**config.mk**
```make
export PLATFORM = sky130hd
export DESIGN_NAME = countdown_timer
export DESIGN_NICKNAME = d
export VERILOG_FILES = /design/src/rtl/countdown_timer.sv
export SDC_FILE = /design/constraint.sdc
export NUM_CORES = 1
export LEC_CHECK = 0
export CAP_MARGIN = 20
export CORE_AREA = 2 2 77 79
export CTS_CLUSTER_SIZE = 30
export DETAILED_ROUTE_END_ITERATION = 7
export DIE_AREA = 0 0 79 81
export DONT_BUFFER_PORTS = 1
export GPL_ROUTABILITY_DRIVEN = 0
export MAX_ROUTING_LAYER = met4
export PLACE_DENSITY_LB_ADDON = 0.3
export SLEW_MARGIN = 20
export SYNTH_ARGS = -nofsm -noshare
export SYNTH_HDL_FRONTEND = slang
export SYNTH_SLANG_ARGS = --single-unit
```
**constraint.sdc**
```tcl
create_clock -name CLOCK_50 -period 2.75 [get_ports CLOCK_50]
set_input_delay 0.4125 -clock CLOCK_50 [delete_from_list [all_inputs] [get_ports CLOCK_50]]
set_output_delay 0.4125 -clock CLOCK_50 [all_outputs]
set_load 0.005 [all_outputs]
```
**src/rtl/countdown_timer.sv**
```systemverilog
// countdown_timer
//
// Programmable down-counting timer shared by the game-timing logic (ghost mode phases,
// frightened duration, blink periods). The count is loaded from load_value, then counts down
// to zero once started. In one-shot mode it stops at zero and raises the sticky expired flag.
// In auto-reload mode it restarts from the reload value at the end of each period.
//
// Build option:
//   PRESCALE_EN  When defined, the count decrements once every TICK_DIV cycles spent in RUN.
//                When undefined, it decrements every cycle and no prescaler is built.
//
// Parameters:
//   MAX          Largest loadable count. Also the reset value of count and of the reload value.
//   W            Count width. Derived from MAX+1 so that power-of-two MAX values fit.
//   TICK_DIV     Clock cycles per decrement when PRESCALE_EN is defined (>= 1).
//
// Ports:
//   CLOCK_50     System clock. All logic runs on the rising edge.
//   reset        Synchronous, active-high reset.
//   load         Loads clamp(load_value) into count and reload; returns to IDLE.
//                Has the highest priority after reset.
//   load_value   Value to load. Values above MAX are clamped to MAX.
//   start        Starts counting from IDLE, or restarts from reload in EXPIRED.
//   pause        Level input. Freezes counting while high in RUN or PAUSED.
//   auto_reload  1 selects periodic mode, 0 selects one-shot mode. Sampled on every tick.
//   count        Current count (registered).
//   running      High in RUN (registered).
//   paused       High in PAUSED (registered).
//   done         One-cycle pulse at each expiry or period end (registered).
//   expired      Sticky flag; high in EXPIRED (registered).

module countdown_timer #(
    parameter int unsigned MAX      = 50000000,
    parameter int unsigned W        = $clog2(MAX + 1),
    parameter int unsigned TICK_DIV = 50000
) (
    input  logic         CLOCK_50,
    input  logic         reset,
    input  logic         load,
    input  logic [W-1:0] load_value,
    input  logic         start,
    input  logic         pause,
    input  logic         auto_reload,
    output logic [W-1:0] count,
    output logic         running,
    output logic         paused,
    output logic         done,
    output logic         expired
);

    typedef enum logic [1:0] {
        StIdle,
        StRun,
        StPaused,
        StExpired
    } state_e;

    localparam logic [W-1:0] MaxCount = W'(MAX);
    localparam logic [W-1:0] OneCount = W'(1);

    state_e       state_q;
    logic [W-1:0] reload_q;
    logic [W-1:0] load_clamped;
    logic         tick;

    assign load_clamped = (load_value > MaxCount) ? MaxCount : load_value;

`ifdef PRESCALE_EN
    // Guard the width for TICK_DIV == 1. In that case the prescaler stays at 0 and ticks
    // every cycle.
    localparam int unsigned    PreW    = (TICK_DIV > 1) ? $clog2(TICK_DIV) : 1;
    localparam logic [PreW-1:0] PreLast = PreW'(TICK_DIV - 1);

    logic [PreW-1:0] prescale_q;

    assign tick = (prescale_q == PreLast);

    // The prescaler advances only on RUN cycles that are not paused. It is frozen in PAUSED,
    // so a pause/resume does not lose the partial period. It restarts on every start, so the
    // first decrement lands TICK_DIV cycles after entering RUN.
    always_ff @(posedge CLOCK_50) begin
        if (reset || load) begin
            prescale_q <= '0;
        end else if (state_q == StRun && !pause) begin
            prescale_q <= tick ? '0 : prescale_q + PreW'(1);
        end else if (start && (state_q == StIdle || state_q == StExpired)) begin
            prescale_q <= '0;
        end
    end
`else
    assign tick = 1'b1;
`endif

    // Next-state and registered outputs are updated together. Each status flag changes in the
    // same cycle as the state change that implies it.
    always_ff @(posedge CLOCK_50) begin
        if (reset) begin
            state_q  <= StIdle;
            count    <= MaxCount;
            reload_q <= MaxCount;
            running  <= 1'b0;
            paused   <= 1'b0;
            done     <= 1'b0;
            expired  <= 1'b0;
        end else begin
            done <= 1'b0;
            if (load) begin
                // Aborts any activity without a done pulse.
                state_q  <= StIdle;
                count    <= load_clamped;
                reload_q <= load_clamped;
                running  <= 1'b0;
                paused   <= 1'b0;
                expired  <= 1'b0;
            end else begin
                unique case (state_q)
                    StIdle: begin
                        // pause has no effect in IDLE; only start matters here.
                        if (start) begin
                            state_q <= StRun;
                            running <= 1'b1;
                        end
                    end

                    StExpired: begin
                        if (start) begin
                            state_q <= StRun;
                            count   <= reload_q;
                            running <= 1'b1;
                            expired <= 1'b0;
                        end
                    end

                    StPaused: begin
                        if (!pause) begin
                            state_q <= StRun;
                            running <= 1'b1;
                            paused  <= 1'b0;
                        end
                    end

                    StRun: begin
                        if (pause) begin
                            state_q <= StPaused;
                            running <= 1'b0;
                            paused  <= 1'b1;
                        end else if (tick) begin
                            if (count > OneCount) begin
                                count <= count - OneCount;
                            end else if (count == OneCount && auto_reload) begin
                                // Period end: reload and keep running.
                                count <= reload_q;
                                done  <= 1'b1;
                            end else begin
                                // Reached 0 in one-shot mode, or was started at 0 in
                                // either mode.
                                state_q <= StExpired;
                                count   <= '0;
                                done    <= 1'b1;
                                running <= 1'b0;
                                expired <= 1'b1;
                            end
                        end
                    end

                    default: begin
                        state_q <= StIdle;
                        running <= 1'b0;
                        paused  <= 1'b0;
                        expired <= 1'b0;
                    end
                endcase
            end
        end
    end

endmodule

```
==> flow_summary.toml <==
[route]
post_drt_via_cell_ratio = 6.50
drtPass1Iterations = 7
drc = 0
wirelength_um = 9800
dr_total_vias = 3399
postRouteAntennaNets = 0
drtIter0Drc = 335
wire_per_inst_um = 18.7

[logic_synthesis]
synth-seq-cells = 58
yosysSeqAreaShare_pct = 34.9
yosysWarnings = 0
synth_fp_nets = 469
synth.cell_area_mm2 = 0.00333
async_reset_ff_share_pct = 0
syn_avg_cell_area_um2 = 7.71
synth-edff-count = 0
synth_flop_cell = "dfxtp_1"
synthCells = 432
synth_cell_types = 62

[placement]
place_hpwl_um = 6980
dp.cells = 506
place_ws_ns = 0.258
port_buffers = 0

[layout]
fill_cells = 525
utilization_pct = 65.0
final_cell_mix = "62 x nand2_1, 58 x dfxtp_1, 46 x nor2_1, 38 x a21oi_1, 21 x buf_4"
multi_input_area_mm2 = 0.00205
fin_cells = 523
final_common_cell = "nand2_1"
drive_above_1_share_pct = 9.82
area_growth_pct = 10.9
num_antenna_cells = 0
seqCellArea_mm2 = 0.00116
final_nets = 480

[cts]
htreeDepth = 3
clockBufferDepth = 2
clkSinkCount = 58
path_clk_slew_ns = 0.06
cts_tree = "yes"
postCtsHoldBufs = 0
clk_latency_ns = 0.34
cts_buffers = 9
root_buffer = "clkbuf_8"

[worst_setup_path]
critPathKind = "flip-flop to flip-flop"
crit_fanout = 14
start_kind = "flip-flop"
cp-end-kind = "flip-flop"
crit_required_ns = 3.00
critPathArrivalTime_ns = 2.75

[pwr]
p_sw_share_pct = 29.4
max-vdd-ir-drop_uv = 481
p_per_area_mw_per_mm2 = 557
p_sw_w = 0.000605
p_seq_share_pct = 47.5
combinationalPowerShare_pct = 17.1
clkPwrFrac_pct = 35.4
internal_power_w = 0.00145
leakage_nw = 1.42

[outcome]
outcome = "finished clean"

[flow_run]
maxCapViolations = 0

[grt]
grt_pass1_vias = 3203
antenna_found_initial = 0
grt-ovfl-total = 0
grt_pass1_wl_um = 15900
track_usage_pct = 33.1
grt_max_degree = 41

[die]
die_w_um = 79
start_util_pct = 58.7
die-area_mm2 = 0.00640
ios = 62
die_y_um = 81
core-area_mm2 = 0.00568
num_rows = 28

[timing]
clock_skew_ns = 0.00693
drv_slew = 0
slew_headroom_pct = 59.1
setup_tns_ns = 0
timing.final.ws_setup_ns = 0.249
rsz0062_at_grt = "no"
timing.fmax_mhz = 400
fin_crit_ns = 2.50
timing.final.crit_share_pct = 90.9
finalSetupViolCount = 0
hold_viol_final = 0
worstMarginPinSlew_ns = 0.609

[min_path]
hp-class = "primary input to flip-flop"
## per-stage QoR
stage | area, um^2 | total power (W) | hold slack (ns)
floorplan | 3330 | 0.00124 | 0.422
global placement | 3490 | 0.00132 | 0.432
detailed placement | 3490 | 0.00134 | 0.433
CTS | 3670 | 0.00206 | 0.132
global route | 3690 | 0.00215 | 0.128
finish | 3690 | 0.00206 | 0.139
## final timing paths
kind | startpoint | to | slack, ns | cells after the start
setup / recovery | count[18] | count[4] | 0.25 | 7
hold / removal | reset | reload_q[0] | 0.14 | 1
setup reg to reg | count[18] | count[4] | 0.25 | 7
hold reg to reg | reload_q[7] | reload_q[7] | 0.45 | 2
## synthesized netlist by cell type (6+ instances only)
library cell,n,area share [%]
nand3_1,8,1.2
xor2_1,8,2.1
nor4_1,8,1.5
inv_1,13,1.5
o21ai_0,16,2.4
nor2_1,46,5.2
clkbuf_1,14,1.6
or3_1,8,1.5
a211oi_1,11,2.5
o21ai_1,6,0.90
nor3_1,11,1.7
a21oi_1,38,5.7
dfxtp_1,58,35
a2bb2oi_1,12,3.2
a31oi_1,7,1.3
nand2_1,62,7.0
nand4_1,8,1.5
## cell type report
class | count | area share (%)
multi-input cells | 340 | 55.5
flip-flops and latches | 58 | 31.5
clock buffers | 14 | 4.68
repair buffers | 21 | 4.27
well taps | 75 | 2.54
inverters | 13 | 1.32
clock inverters | 2 | 0.271
## layer usage
layer / GRT usage [%] / wire (um) / vias up
li1: - / - / 1617
met1: 40.7 / 3970 / 1605
met2: 51.3 / 4580 / 153
met3: 9.78 / 994 / 24
met4: 13.6 / 252 / 0
met5: - / 0 / -
## cells by family (layout without fill, tap and decap cells)
kind of cell	after synthesis	in the layout	share of synthesized area [%]
compound gates	130	130	26.5
xor+xnor	13	13	3.42
fa+ha+maj	5	5	1.88
buf+inv	34	50	4.10
flops	58	58	34.9
mux	2	2	0.639
simple gates	190	190	28.6
## sequential cells by signal (all words and copies together) (netlist names)
register / count
reload_q: 26
count: 26
paused: 1
running: 1
done: 1
state_q: 2
expired: 1
## power by group through the flow
stage / clock [W] / sequential (W) / combinational (W)
floorplan: 0 / 0.000973 / 0.000267
global placement: 0 / 0.000989 / 0.000335
global route: 0.000775 / 0.000986 / 0.000390
detailed placement: 0 / 0.000993 / 0.000343
finish: 0.000728 / 0.000977 / 0.000352
CTS: 0.000739 / 0.000974 / 0.000347
## worst max-delay path, stage by stage (launching register included)
cell      delay, ns
dfxtp_1        0.40
nor4_2         0.43
nand4_1        0.23
o41ai_4        0.41
buf_4          0.27
nor2_1         0.07
or3_1          0.36
a311oi_1       0.25
## timing repair
| action | CTS | global route |
|---|---|---|
| buffers inserted | 0 | 1 |
| endpoints found under the setup margin | 0 | 1 |
| resized for setup | 0 | 2 |
Note: power is estimated with default switching activity, not from simulation.
